===== config.mk =====
export PLATFORM = sky130hd
export DESIGN_NAME = jtag_tap_controller
export DESIGN_NICKNAME = d
export VERILOG_FILES = /design/src/rtl/jtag_pkg.sv /design/src/rtl/jtag_tap_fsm.sv /design/src/rtl/jtag_tap_controller.sv
export SDC_FILE = /design/constraint.sdc
export NUM_CORES = 1
export LEC_CHECK = 0
export BUFFER_PORTS_ARGS = -buffer_cell sky130_fd_sc_hd__buf_2
export CAP_MARGIN = 20
export CORE_UTILIZATION = 40
export DETAILED_ROUTE_END_ITERATION = 7
export PLACE_DENSITY = 0.62
export SETUP_SLACK_MARGIN = 0.15
export SYNTH_ARGS = -nofsm -noshare
export SYNTH_HDL_FRONTEND = slang
export SYNTH_SLANG_ARGS = --single-unit

===== constraint.sdc =====
create_clock -name clock -period 1.8 [get_ports clock]
set_input_delay 0 -clock clock [delete_from_list [all_inputs] [get_ports clock]]
set_output_delay 0 -clock clock [all_outputs]
set_load 0.02 [all_outputs]

===== src/rtl/jtag_pkg.sv =====
// Shared JTAG TAP definitions: state encoding, instruction opcodes, IR capture
// pattern and the 1149.1 next-state function.
package jtag_pkg;

  localparam int unsigned OPC_WIDTH = 4;
  localparam int unsigned ID_WIDTH  = 32;

  localparam logic [OPC_WIDTH-1:0] OPC_EXTEST         = 4'b0000;
  localparam logic [OPC_WIDTH-1:0] OPC_SAMPLE_PRELOAD = 4'b0001;
  localparam logic [OPC_WIDTH-1:0] OPC_IDCODE         = 4'b1110;
  localparam logic [OPC_WIDTH-1:0] OPC_BYPASS         = 4'b1111;

  localparam logic [1:0] IR_CAPTURE = 2'b01;

  typedef enum logic [3:0] {
    TEST_LOGIC_RESET = 4'hF,
    RUN_TEST_IDLE    = 4'hC,
    SELECT_DR        = 4'h7,
    CAPTURE_DR       = 4'h6,
    SHIFT_DR         = 4'h2,
    EXIT1_DR         = 4'h1,
    PAUSE_DR         = 4'h3,
    EXIT2_DR         = 4'h0,
    UPDATE_DR        = 4'h5,
    SELECT_IR        = 4'h4,
    CAPTURE_IR       = 4'hE,
    SHIFT_IR         = 4'hA,
    EXIT1_IR         = 4'h9,
    PAUSE_IR         = 4'hB,
    EXIT2_IR         = 4'h8,
    UPDATE_IR        = 4'hD
  } tap_state_e;

  // Standard TAP transition table.
  function automatic tap_state_e tap_next(input tap_state_e s, input logic tms);
    tap_state_e n;
    case (s)
      TEST_LOGIC_RESET: n = tms ? TEST_LOGIC_RESET : RUN_TEST_IDLE;
      RUN_TEST_IDLE:    n = tms ? SELECT_DR        : RUN_TEST_IDLE;
      SELECT_DR:        n = tms ? SELECT_IR        : CAPTURE_DR;
      CAPTURE_DR:       n = tms ? EXIT1_DR         : SHIFT_DR;
      SHIFT_DR:         n = tms ? EXIT1_DR         : SHIFT_DR;
      EXIT1_DR:         n = tms ? UPDATE_DR        : PAUSE_DR;
      PAUSE_DR:         n = tms ? EXIT2_DR         : PAUSE_DR;
      EXIT2_DR:         n = tms ? UPDATE_DR        : SHIFT_DR;
      UPDATE_DR:        n = tms ? SELECT_DR        : RUN_TEST_IDLE;
      SELECT_IR:        n = tms ? TEST_LOGIC_RESET : CAPTURE_IR;
      CAPTURE_IR:       n = tms ? EXIT1_IR         : SHIFT_IR;
      SHIFT_IR:         n = tms ? EXIT1_IR         : SHIFT_IR;
      EXIT1_IR:         n = tms ? UPDATE_IR        : PAUSE_IR;
      PAUSE_IR:         n = tms ? EXIT2_IR         : PAUSE_IR;
      EXIT2_IR:         n = tms ? UPDATE_IR        : SHIFT_IR;
      UPDATE_IR:        n = tms ? SELECT_DR        : RUN_TEST_IDLE;
      default:          n = TEST_LOGIC_RESET;
    endcase
    return n;
  endfunction

endpackage


===== src/rtl/jtag_tap_fsm.sv =====
// 16-state TAP controller; state and per-state strobes are registered together
// so every strobe is high exactly while the FSM sits in that state.
module jtag_tap_fsm
  import jtag_pkg::*;
(
  input  logic       clock,
  input  logic       reset,
  input  logic       tms,
  output tap_state_e state,
  output logic       shift_dr,
  output logic       shift_ir,
  output logic       capture_dr,
  output logic       capture_ir,
  output logic       update_dr,
  output logic       update_ir,
  output logic       test_logic_reset
);

  tap_state_e next_state;

  assign next_state = tap_next(state, tms);

  always_ff @(posedge clock or posedge reset) begin
    if (reset) begin
      state            <= TEST_LOGIC_RESET;
      shift_dr         <= 1'b0;
      shift_ir         <= 1'b0;
      capture_dr       <= 1'b0;
      capture_ir       <= 1'b0;
      update_dr        <= 1'b0;
      update_ir        <= 1'b0;
      test_logic_reset <= 1'b1;
    end else begin
      state            <= next_state;
      shift_dr         <= (next_state == SHIFT_DR);
      shift_ir         <= (next_state == SHIFT_IR);
      capture_dr       <= (next_state == CAPTURE_DR);
      capture_ir       <= (next_state == CAPTURE_IR);
      update_dr        <= (next_state == UPDATE_DR);
      update_ir        <= (next_state == UPDATE_IR);
      test_logic_reset <= (next_state == TEST_LOGIC_RESET);
    end
  end

endmodule


===== src/rtl/jtag_tap_controller.sv =====
// JTAG TAP with IR, IDCODE, BYPASS and boundary-scan routing (EXTEST,
// SAMPLE_PRELOAD); unknown opcodes fall back to BYPASS.
module jtag_tap_controller
  import jtag_pkg::*;
#(
  parameter int unsigned IR_WIDTH     = 4,
  parameter logic [31:0] IDCODE_VALUE = 32'h1000_563D
) (
  input  logic                clock,
  input  logic                reset,
  input  logic                tms,
  input  logic                tdi,
  output logic                tdo,
  output logic                tdo_en,
  output logic                bsr_sin,
  input  logic                bsr_sout,
  output logic                bsr_shift,
  output logic                testing,
  output logic [IR_WIDTH-1:0] ir_value
);

  tap_state_e            state;
  logic                  shift_dr;
  logic                  shift_ir;
  logic                  capture_dr;
  logic                  capture_ir;
  logic                  update_dr;
  logic                  update_ir;
  logic                  test_logic_reset;

  logic [IR_WIDTH-1:0]   ir_shift;
  logic [ID_WIDTH-1:0]   id_reg;
  logic                  bypass_reg;
  logic                  enter_tlr;
  logic                  sel_extest;
  logic                  sel_sample;
  logic                  sel_idcode;
  logic                  sel_bsr;
  logic [1:0]            unused_fsm;

  jtag_tap_fsm u_fsm (
    .clock            (clock),
    .reset            (reset),
    .tms              (tms),
    .state            (state),
    .shift_dr         (shift_dr),
    .shift_ir         (shift_ir),
    .capture_dr       (capture_dr),
    .capture_ir       (capture_ir),
    .update_dr        (update_dr),
    .update_ir        (update_ir),
    .test_logic_reset (test_logic_reset)
  );

  // Boundary-scan cells latch their own update; the TAP has nothing to do there.
  assign unused_fsm = {update_dr, test_logic_reset};

  // Clears ir_value/testing on the same edge the FSM lands in Test-Logic-Reset.
  assign enter_tlr  = (tap_next(state, tms) == TEST_LOGIC_RESET);

  assign sel_extest = (ir_value == IR_WIDTH'(OPC_EXTEST));
  assign sel_sample = (ir_value == IR_WIDTH'(OPC_SAMPLE_PRELOAD));
  assign sel_idcode = (ir_value == IR_WIDTH'(OPC_IDCODE));
  assign sel_bsr    = sel_extest | sel_sample;

  assign bsr_sin    = tdi;
  assign tdo_en     = shift_dr | shift_ir;
  assign bsr_shift  = shift_dr & sel_bsr;

  always_comb begin
    tdo = 1'b0;
    if (shift_ir) begin
      tdo = ir_shift[0];
    end else if (shift_dr) begin
      if (sel_bsr) begin
        tdo = bsr_sout;
      end else if (sel_idcode) begin
        tdo = id_reg[0];
      end else begin
        tdo = bypass_reg;
      end
    end
  end

  // Instruction path: capture/shift stage plus the latched instruction.
  always_ff @(posedge clock or posedge reset) begin
    if (reset) begin
      ir_shift <= '0;
      ir_value <= IR_WIDTH'(OPC_IDCODE);
      testing  <= 1'b0;
    end else begin
      if (capture_ir) begin
        ir_shift <= IR_WIDTH'(IR_CAPTURE);
      end else if (shift_ir) begin
        ir_shift <= {tdi, ir_shift[IR_WIDTH-1:1]};
      end
      if (enter_tlr) begin
        ir_value <= IR_WIDTH'(OPC_IDCODE);
        testing  <= 1'b0;
      end else if (update_ir) begin
        ir_value <= ir_shift;
        testing  <= (ir_shift == IR_WIDTH'(OPC_EXTEST));
      end
    end
  end

  // Data registers owned by the TAP: ID word and single-bit bypass.
  always_ff @(posedge clock or posedge reset) begin
    if (reset) begin
      id_reg     <= IDCODE_VALUE;
      bypass_reg <= 1'b0;
    end else begin
      if (sel_idcode) begin
        if (capture_dr) begin
          id_reg <= IDCODE_VALUE;
        end else if (shift_dr) begin
          id_reg <= {tdi, id_reg[ID_WIDTH-1:1]};
        end
      end
      if (!sel_idcode && !sel_bsr) begin
        if (capture_dr) begin
          bypass_reg <= 1'b0;
        end else if (shift_dr) begin
          bypass_reg <= tdi;
        end
      end
    end
  end

endmodule


==> results of run 1 <==
worst min-delay path, delay by kind of cell:
| kind | cells | cell delay, ns |
|---|---|---|
| buffers and inverters | 3 | 1.05 |
worst min path at each step:
stage                from                    endpoint
floorplan             tms  u_fsm.capture_ir$_DFF_PP0_
global placement    reset      id_reg[11]$_DFFE_PP0P_
detailed placement  reset      id_reg[13]$_DFFE_PP0P_
CTS                 reset      id_reg[17]$_DFFE_PP0P_
global route        reset      id_reg[17]$_DFFE_PP0P_
finish              reset      id_reg[17]$_DFFE_PP0P_
cell usage after synthesis (2+ instances only):
cell type,count,area share (%)
buf_4,4,1.2
clkbuf_1,10,1.5
a21oi_1,5,0.99
o41ai_2,18,12
nor3_1,3,0.60
nor2_1,16,2.4
o22ai_1,2,0.50
nor4b_1,2,0.70
o31ai_1,10,3.0
buf_2,7,1.4
o21ai_1,23,4.6
nand2_1,12,1.8
inv_1,27,4.0
dfstp_2,17,18
dfrtp_1,34,34
mux2i_1,7,2.8
o21ai_0,14,2.8
nor4_1,3,0.75
o41ai_1,5,1.7
metal layers:
layer  vias up  track usage (%)  share of wire (%)
li1        872                -                  -
met1       856            19.01                 50
met2        16            25.17                 47
met3         6            3.708                2.2
met4         0            5.714                1.6
met5         -                0                  0
area by class of cell:
type,instances,area (um2)
Fill cell,558,3202
Clock buffer,6,72.57
Inverter,27,101.3
Clock inverter,2,16.27
Tap cell,75,93.84
Timing Repair Buffer,26,195.2
Multi-Input combinational cell,137,1012
Sequential cell,51,1297
cell families (layout without fill, tap and decap cells):
group | Yosys count | after routing | share of synthesized area, %
buffers and inverters | 50 | 61 | 8.693
AOI/OAI and AO/OA | 84 | 84 | 27.47
muxes | 7 | 7 | 2.782
DFF | 51 | 51 | 51.52
and+or+nand+nor | 46 | 46 | 9.539
where the power goes:
part	total (mW)	internal [mW]	switching, mW	leakage, nW
Clock	0.668	0.280	0.388	0.0418
Combinational	1.28	0.491	0.788	0.518
Sequential	1.75	1.46	0.289	0.636
Total	3.70	2.23	1.47	1.20
stage by stage:
step / instance area, um2 / power [mW] / hold WS [ns] / worst slack, ns / utilization (%)
2_1_floorplan: 2519 / 2.697 / 0.07103 / 0.3951 / -
3_3_place_gp: 2635 / 2.951 / 0.09226 / 0.4602 / 43.99
3_5_place_dp: 2635 / 2.977 / 0.09773 / 0.3904 / 43.99
4_1_cts: 2754 / 3.658 / 0.3015 / 0.1926 / 45.97
5_1_grt: 2789 / 3.983 / 0.3431 / 0.1417 / 46.55
6_report: 2789 / 3.696 / 0.2813 / 0.2172 / 46.55
what timing repair did:
action,CTS,global route
endpoints found under the setup margin,0,1
resized for setup,0,1
endpoints found under the hold margin,20,0
setup buffers,0,4
hold buffers,3,0
cells in the final DEF, fill, tap and decap left out, drive strengths merged, types with 2 or more instances in the layout:
cell         instances
o21ai               37
dfrtp               34
inv                 28
o41ai               23
buf                 23
dfstp               17
nor2                17
nand2               12
o31ai               10
mux2i                7
clkbuf               6
a21oi                5
nor4                 3
dlygate4sd3          3
nor3                 3
o22ai                2
nor4b                2
==> flow_summary_export.csv, run 1 <==
group,metric,value,unit
run_status,outcome,"complete, no violations",
clock_network,path_clk_slew,0.10,ns
sta,relSlewSlack,63.35,%
critical_path,worst-path-max-fanout,6,
critical_path,rr_endpoint,"id_reg[11]$_DFFE_PP0P_",
critical_path,r2r_cells,4,
sta,finalMaxSlewViolations,0,
critical_path,required,1.80,ns
synth,syn_nets,243,
global_route,antenna_found_initial,0,
detailed_routing,antenna_left,0,
synth,synth_edf_count,0,
detailed_routing,routedWlPerCell,13.49,um
critical_path,crit_path_cell_trace,"and4b_1 -> a21oi_1 -> a31oi_1 -> buf_2",
run,maxCapViolCount,0,
place,dp_hpwl,2665,um
critical_path,r2r-start,"ir_value[2]$_DFFE_PP1P_",
clock_network,htreeDepth,2,
place,io_buffer_count,13,
detailed_routing,vias,1750,
global_route,grt_overflow_total,0,
critical_path,critPathLaunchType,"flip-flop",
critical_path,crit_slowest_cell,"dfstp_2",
sta,tightest_slew,0.5490,ns
critical_path,critPathLaunch,"ir_value[3]$_DFFE_PP1P_",
synth,yosysSeqAreaShare,51.52,%
sta,finClkSkew,0.009136,ns
synth,synth_area_per_cell,10.58,um2
clock_network,insertion_delay,0.30,ns
place,dp.cells,309,
sta,rsz0062_at_grt,"false",
power,p_leak,1.195,nW
sta,period_share,87.94,%
critical_path,end_kind,"output port",
clock_network,cts_tree,"built",
synth,synth.cell_area,2519,um2
critical_path,path_delay_family,"flip-flops",
synth,yosys_warnings,0,
critical_path,arrival,1.58,ns
detailed_routing,drt_iter0_drc,124,
sta,fin_crit,1.583,ns
synth,async_flop_share,100.0,%
min_path,min_path_type,"in2async",
place,place_congestion,0.7688,
synth,ys.flop_type,"dfrtp_1",
floorplan,die_y,81.35,um
global_route,grt_pass1_vias,1670,
global_route,track_usage,15.20,%
clock_network,root_buffer,"clkbuf_8",
critical_path,worstSetupEndpoint,"tdo",
floorplan,die_w,81.35,um
clock_network,ctsLongestPathBuffers,2,
sta,hold_viol,0,
cells_and_area,fin_nets,253,
synth,ys_seq_elements,51,
clock_network,clock-sinks,51,
clock_network,cts_buffers,5,
synth,yosysUniqueCellTypes,38,
cells_and_area,largest_reg_flops,32,
cells_and_area,fin_cells,324,
global_route,grt_pass1_wl,7672,um
cells_and_area,area_growth,10.73,%
critical_path,crit_buf_inv,1,
detailed_routing,via_per_inst,5.401,
floorplan,start_util,42.04,%
sta,fmax,631.8,MHz
global_route,grt_max_degree,66,
floorplan,ios,14,
sta,timing.setup.tns,0,ns
floorplan,rows,28,
synth,syn_inst,238,
critical_path,r2r_setup_slack,0.26,ns
sta,setup_viol,0,
critical_path,criticalPathCategory,"reg2out",
floorplan,die-area,6618,um2
power,pwr_density_cell,1325,nW/um2
critical_path,max_stage_delay,0.61,ns
cells_and_area,antenna_cells,0,
power,vdd_drop_max,0.7808,mV
critical_path,cp.depth,4,
floorplan,core,5991,um2
cells_and_area,drive_above_1_share,28.51,%
detailed_routing,drc_errors,0,
detailed_routing,first_pass_iters,4,
detailed_routing,finalWirelength,4372,um
No activity file was read; power rests on OpenSTA's default activity.
==> inputs of run 2 (changes only) <==
--- a/config.mk
+++ b/config.mk
@@ -8,4 +8,5 @@
 export BUFFER_PORTS_ARGS = -buffer_cell sky130_fd_sc_hd__buf_2
 export CAP_MARGIN = 20
+export CORE_MARGIN = 4
 export CORE_UTILIZATION = 40
 export DETAILED_ROUTE_END_ITERATION = 7
@@ -15,2 +16,3 @@
 export SYNTH_HDL_FRONTEND = slang
 export SYNTH_SLANG_ARGS = --single-unit
+export TNS_END_PERCENT = 10
==> constraint.sdc (replaced) <==
create_clock -name clock -period 1.8 [get_ports clock]
set_input_delay 0 -clock clock [delete_from_list [all_inputs] [get_ports clock]]
set_output_delay 0 -clock clock [all_outputs]
set_load 0.1 [all_outputs]
==> run 2 against run 1 <==
- final area up 2.7%
- largest cell class unchanged
- clock-buffer cell count unchanged
- non-clock buffer count decreased by 2
- critical path type unchanged
- sequential share of layout area shrank 0.78 points
- combinational power is 32% higher
- first-iteration DRC count down 15%
- setup slack lost 0.10 ns
==> flow_summary_export.csv, run 2 (synthesis results as in run 1) <==
group,metric,value,unit
run_status,outcome,"complete, no violations",
global_route,grt_pass1_wl,7672,um
cells_and_area,drive_above_1_share,29.55,%
critical_path,max_stage_delay,0.66,ns
global_route,antenna_found_initial,0,
power,internal_power,2.440,mW
floorplan,rows,28,
floorplan,die_w,87.35,um
clock_network,htreeDepth,2,
power,pwr-share-clk,19.2,%
sta,fin_hold_ws,0.2211,ns
floorplan,die-area,7630,um2
floorplan,core,6026,um2
sta,fin_crit,1.684,ns
power,vdd_drop_max,0.8671,mV
global_route,grt_overflow_total,0,
sta,setup_viol,0,
detailed_routing,vias,1713,
detailed_routing,via_per_inst,5.320,
floorplan,ios,14,
detailed_routing,finalWirelength,4355,um
sta,finalMaxSlewViolations,0,
sta,relSlewSlack,67.59,%
sta,tightest_slew,0.4895,ns
power,power.share.combinational,39.5,%
critical_path,required,1.80,ns
detailed_routing,routedWlPerCell,13.52,um
min_path,min_path_type,"in2async",
sta,fmax,593.8,MHz
clock_network,root_buffer,"clkbuf_8",
cells_and_area,area_growth,13.71,%
global_route,grt_max_degree,66,
place,dp.cells,308,
detailed_routing,drc_errors,0,
clock_network,ctsLongestPathBuffers,2,
clock_network,cts_tree,"built",
detailed_routing,first_pass_iters,3,
global_route,track_usage,12.77,%
floorplan,start_util,41.80,%
critical_path,arrival,1.68,ns
detailed_routing,antenna_left,0,
cells_and_area,antenna_cells,0,
cells_and_area,fin_cells,322,
clock_network,clock-sinks,51,
sta,finClkSkew,0.01230,ns
run,maxCapViolCount,0,
power,p_leak,1.213,nW
power,p_sw,1.847,mW
critical_path,end_kind,"output port",
sta,period_share,93.56,%
global_route,grt_pass1_vias,1612,
critical_path,worst-path-max-fanout,6,
power,pwr_density_cell,1497,nW/um2
sta,rsz0062_at_grt,"true",
power,finalPower,4.287,mW
cells_and_area,final_cell_mix,"33 x dfrtp_1, 26 x inv_1, 23 x o21ai_1",
place,dp_hpwl,2656,um
clock_network,path_clk_slew,0.09,ns
cells_and_area,fin_util,47.53,%
critical_path,crit_slowest_cell,"dfstp_4",
cells_and_area,final_common_cell,"dfrtp_1",
clock_network,cts_buffers,5,
critical_path,crit_path_cell_trace,"and4b_1 -> a21oi_2 -> a31oi_4 -> buf_12",
clock_network,insertion_delay,0.31,ns
place,io_buffer_count,13,
critical_path,critPathLaunchType,"flip-flop",
cells_and_area,fill_cells,562,
power,seqPwrFrac,41.2,%
cells_and_area,largest_reg_flops,32,
power,switching_share,43.09,%
floorplan,die_y,87.35,um
cells_and_area,fin_nets,251,
place,place_congestion,0.7786,
critical_path,criticalPathCategory,"reg2out",
critical_path,path_delay_family,"flip-flops",
critical_path,crit_buf_inv,1,
sta,timing.setup.tns,0,ns
detailed_routing,drt_iter0_drc,105,
sta,hold_viol,0,
## run 2: changes by cell type in the layout (fill, tap and decap cells not counted), sizes merged
cell,before,now
inv,28,27
clkinvlp,1,0
bufinv,0,1
clkinv,0,1
buf,23,21
## run 2: power groups by stage
stage	registers, mW	clock network, mW	logic, mW
3_5_place_dp	1.80	0	1.63
3_3_place_gp	1.80	0	1.62
6_report	1.77	0.824	1.69
2_1_floorplan	2.00	0	1.14
4_1_cts	1.78	0.853	1.64
5_1_grt	1.82	0.902	1.84
## run 2: what timing repair did
action	4_1_cts	5_1_grt
buffers inserted	0	3
gates cloned	0	0
hold buffers	3	0
endpoints found under the hold margin	23	0
resized for setup	1	1
pin swaps	0	1
setup endpoints to repair	2	2
## run 2: worst min-delay path, cell delays in order
cell,delay [ns]
dlygate4sd3_1,0.52
buf_2,0.12
inv_2,0.31
## run 2: layout make-up
cell class | instances | area (um2) | share of cell area (%)
clock buffers | 6 | 82.58 | 2.883
clock inverters | 2 | 35.03 | 1.223
inverters | 27 | 101.3 | 3.539
multi-input cells | 137 | 1031 | 36.00
flip-flops and latches | 51 | 1310 | 45.74
well taps | 75 | 93.84 | 3.277
repair buffers | 24 | 210.2 | 7.339
## run 2: metrics by stage
stage	setup slack [ns]	cell area, um2
4_1_cts	0.08420	2836
6_report	0.1159	2864
3_3_place_gp	0.4014	2686
3_5_place_dp	0.3346	2686
5_1_grt	0.02402	2864
2_1_floorplan	0.01968	2550
## run 2: worst paths after layout
check | to | slack (ns) | start | cells after the start
min in group clock | u_fsm.shift_dr$_DFF_PP0_ | 0.48 | tms | 3
worst max-delay path | tdo | 0.12 | ir_value[1]$_DFFE_PP1P_ | 4
worst max register to register | id_reg[11]$_DFFE_PP0P_ | 0.22 | ir_value[2]$_DFFE_PP1P_ | 4
worst min-delay path | testing$_DFFE_PP0P_ | 0.22 | reset | 3
max in group asynchronous | id_reg[0]$_DFFE_PP1P_ | 1.00 | reset | 4
worst min register to register | ir_shift[1]$_DFFE_PP0P_ | 0.48 | u_fsm.capture_ir$_DFF_PP0_ | 1
## run 2: metal layers
metal / share of wire (%) / wire, um / track usage, % / vias to the layer above
li1: - / - / - / 866
met1: 51 / 2206 / 17.84 / 826
met2: 45 / 1946 / 18.90 / 13
met3: 2.6 / 112 / 3.027 / 8
met4: 2.0 / 89 / 5.439 / 0
met5: 0 / 0 / 0 / -
==> inputs of run 3 (changes only) <==
==> constraint.sdc (replaced) <==
create_clock -name clock -period 1.8 [get_ports clock]
set_input_delay 0.18 -clock clock [delete_from_list [all_inputs] [get_ports clock]]
set_output_delay 0.18 -clock clock [all_outputs]
set_load 0.1 [all_outputs]
==> run 3 against run 2 <==
- the run now ends with negative setup slack left
- non-clock buffer count unchanged
- register-to-register slack is essentially flat
- sequential power is essentially flat
- die area is the same
- total power is 3.6% lower
- clock power shrank 25%
- via count up 1.3%
==> flow_summary_export.csv, run 3 (synthesis results as in run 1) <==
group,metric,value,unit
run_status,outcome,"complete, but fails checks",
run_status,violations,"negative setup slack",
cells_and_area,fin_cells,322,
global_route,grt_pass1_wl,7659,um
cells_and_area,area_growth,13.16,%
global_route,antenna_found_initial,0,
clock_network,cts_tree,"built",
sta,finalMaxSlewViolations,0,
floorplan,ios,14,
min_path,min_path_type,"in2reg",
cells_and_area,largest_reg_flops,32,
cells_and_area,drive_above_1_share,31.17,%
clock_network,insertion_delay,0.29,ns
place,io_buffer_count,13,
sta,rsz0062_at_grt,"true",
place,detailed_place.area,2705,um2
global_route,grt_max_degree,66,
critical_path,critPathLaunchType,"flip-flop",
place,dp.cells,310,
global_route,grt_pass1_vias,1651,
sta,period_share,101.9,%
sta,hold_viol,0,
detailed_routing,first_pass_iters,4,
floorplan,start_util,41.80,%
clock_network,clock-sinks,51,
sta,fmax,545.1,MHz
floorplan,die-area,7630,um2
detailed_routing,via_per_inst,5.391,
power,vdd_drop_max,0.8522,mV
power,pwr_density_cell,1450,nW/um2
sta,tightest_slew,0.4856,ns
global_route,track_usage,12.43,%
clock_network,path_clk_slew,0.09,ns
floorplan,die_w,87.35,um
critical_path,worst-path-max-fanout,5,
detailed_routing,drc_errors,0,
critical_path,end_kind,"output port",
power,p_leak,1.208,nW
floorplan,rows,28,
cells_and_area,antenna_cells,0,
cells_and_area,fin_nets,251,
sta,relSlewSlack,67.85,%
sta,timing.setup.tns,-0.03458,ns
sta,layout_setup_ws,-0.03458,ns
detailed_routing,finalWirelength,4391,um
clock_network,ctsLongestPathBuffers,2,
clock_network,cts_buffers,5,
place,dp_hpwl,2799,um
floorplan,die_y,87.35,um
sta,fin_crit,1.835,ns
critical_path,criticalPathCategory,"reg2out",
detailed_routing,vias,1736,
clock_network,htreeDepth,2,
sta,setup_viol,1,
clock_network,root_buffer,"clkbuf_8",
floorplan,core,6026,um2
detailed_routing,antenna_left,0,
cells_and_area,fill_cells,589,
run,maxCapViolCount,0,
sta,finClkSkew,0.008962,ns
cells_and_area,fin_util,47.30,%
cells_and_area,layout.cell_area.non_filler,2850,um2
critical_path,required,1.62,ns
detailed_routing,routedWlPerCell,13.64,um
global_route,grt_overflow_total,0,
cells_and_area,final_cell_mix,"32 x dfrtp_1, 26 x inv_1, 24 x o21ai_1",
cells_and_area,final_common_cell,"dfrtp_1",
critical_path,arrival,1.65,ns
detailed_routing,drt_iter0_drc,125,
place,place_congestion,0.7914,
-- run 3: layout make-up --
| type | count | area [um2] | share of cell area [%] |
|---|---|---|---|
| Sequential cell | 51 | 1311 | 46.01 |
| Multi-Input combinational cell | 137 | 1047 | 36.74 |
| Timing Repair Buffer | 24 | 215.2 | 7.550 |
| Inverter | 27 | 101.3 | 3.556 |
| Tap cell | 75 | 93.84 | 3.292 |
| Clock buffer | 7 | 76.32 | 2.678 |
| Clock inverter | 1 | 5.005 | 0.1756 |
-- run 3: path summary, 6_finish.rpt --
path	from	end	cells past startpoint	slack (ns)
worst max register to register	ir_value[2]$_DFFE_PP1P_	id_reg[6]$_DFFE_PP0P_	4	0.22
min in group asynchronous	reset	id_reg[23]$_DFFE_PP0P_	4	0.46
worst min register to register	u_fsm.capture_ir$_DFF_PP0_	ir_shift[3]$_DFFE_PP0P_	1	0.49
max in group asynchronous	reset	id_reg[10]$_DFFE_PP1P_	4	0.97
worst min-delay path	tms	u_fsm.shift_ir$_DFF_PP0_	2	0.14
worst max-delay path	ir_value[1]$_DFFE_PP1P_	tdo	4	-0.03
-- run 3: what timing repair did --
action | in CTS | in global routing
hold endpoints to repair | 34 | 0
pin swaps | 1 | 0
resized for setup | 3 | 6
setup buffers | 3 | 0
setup endpoints to repair | 2 | 5
hold buffers | 1 | 0
-- run 3: layer usage --
layer / track usage [%] / part of all wire, % / routed length [um] / up-vias
met3: 2.933 / 1.6 / 70 / 2
met5: 0 / 0 / 0 / -
li1: - / - / - / 864
met4: 3.766 / 0.87 / 38 / 0
met1: 17.20 / 50 / 2187 / 860
met2: 19.32 / 48 / 2094 / 10
-- run 3: critical path, stage by stage (launching register included) --
cell and delay [ns]:
dfstp_4 0.65, and4b_1 0.25, a21oi_2 0.09, a31oi_4 0.18, buf_12 0.19
-- run 3: stage by stage --
stage	hold WS, ns	worst slack, ns	power (mW)
after floorplan	0.2510	-0.1603	3.142
after global placement	0.2360	0.2685	3.422
after detailed placement	0.2366	0.2515	3.447
after CTS	0.1269	-0.05176	4.149
after global routing	0.1344	-0.09572	4.412
final	0.1368	-0.03458	4.134
-- run 3: power by group --
part,switching [mW],internal [mW]
clock,0.341,0.273
combinational,1.22,0.533
sequential,0.280,1.48
total,1.84,2.29
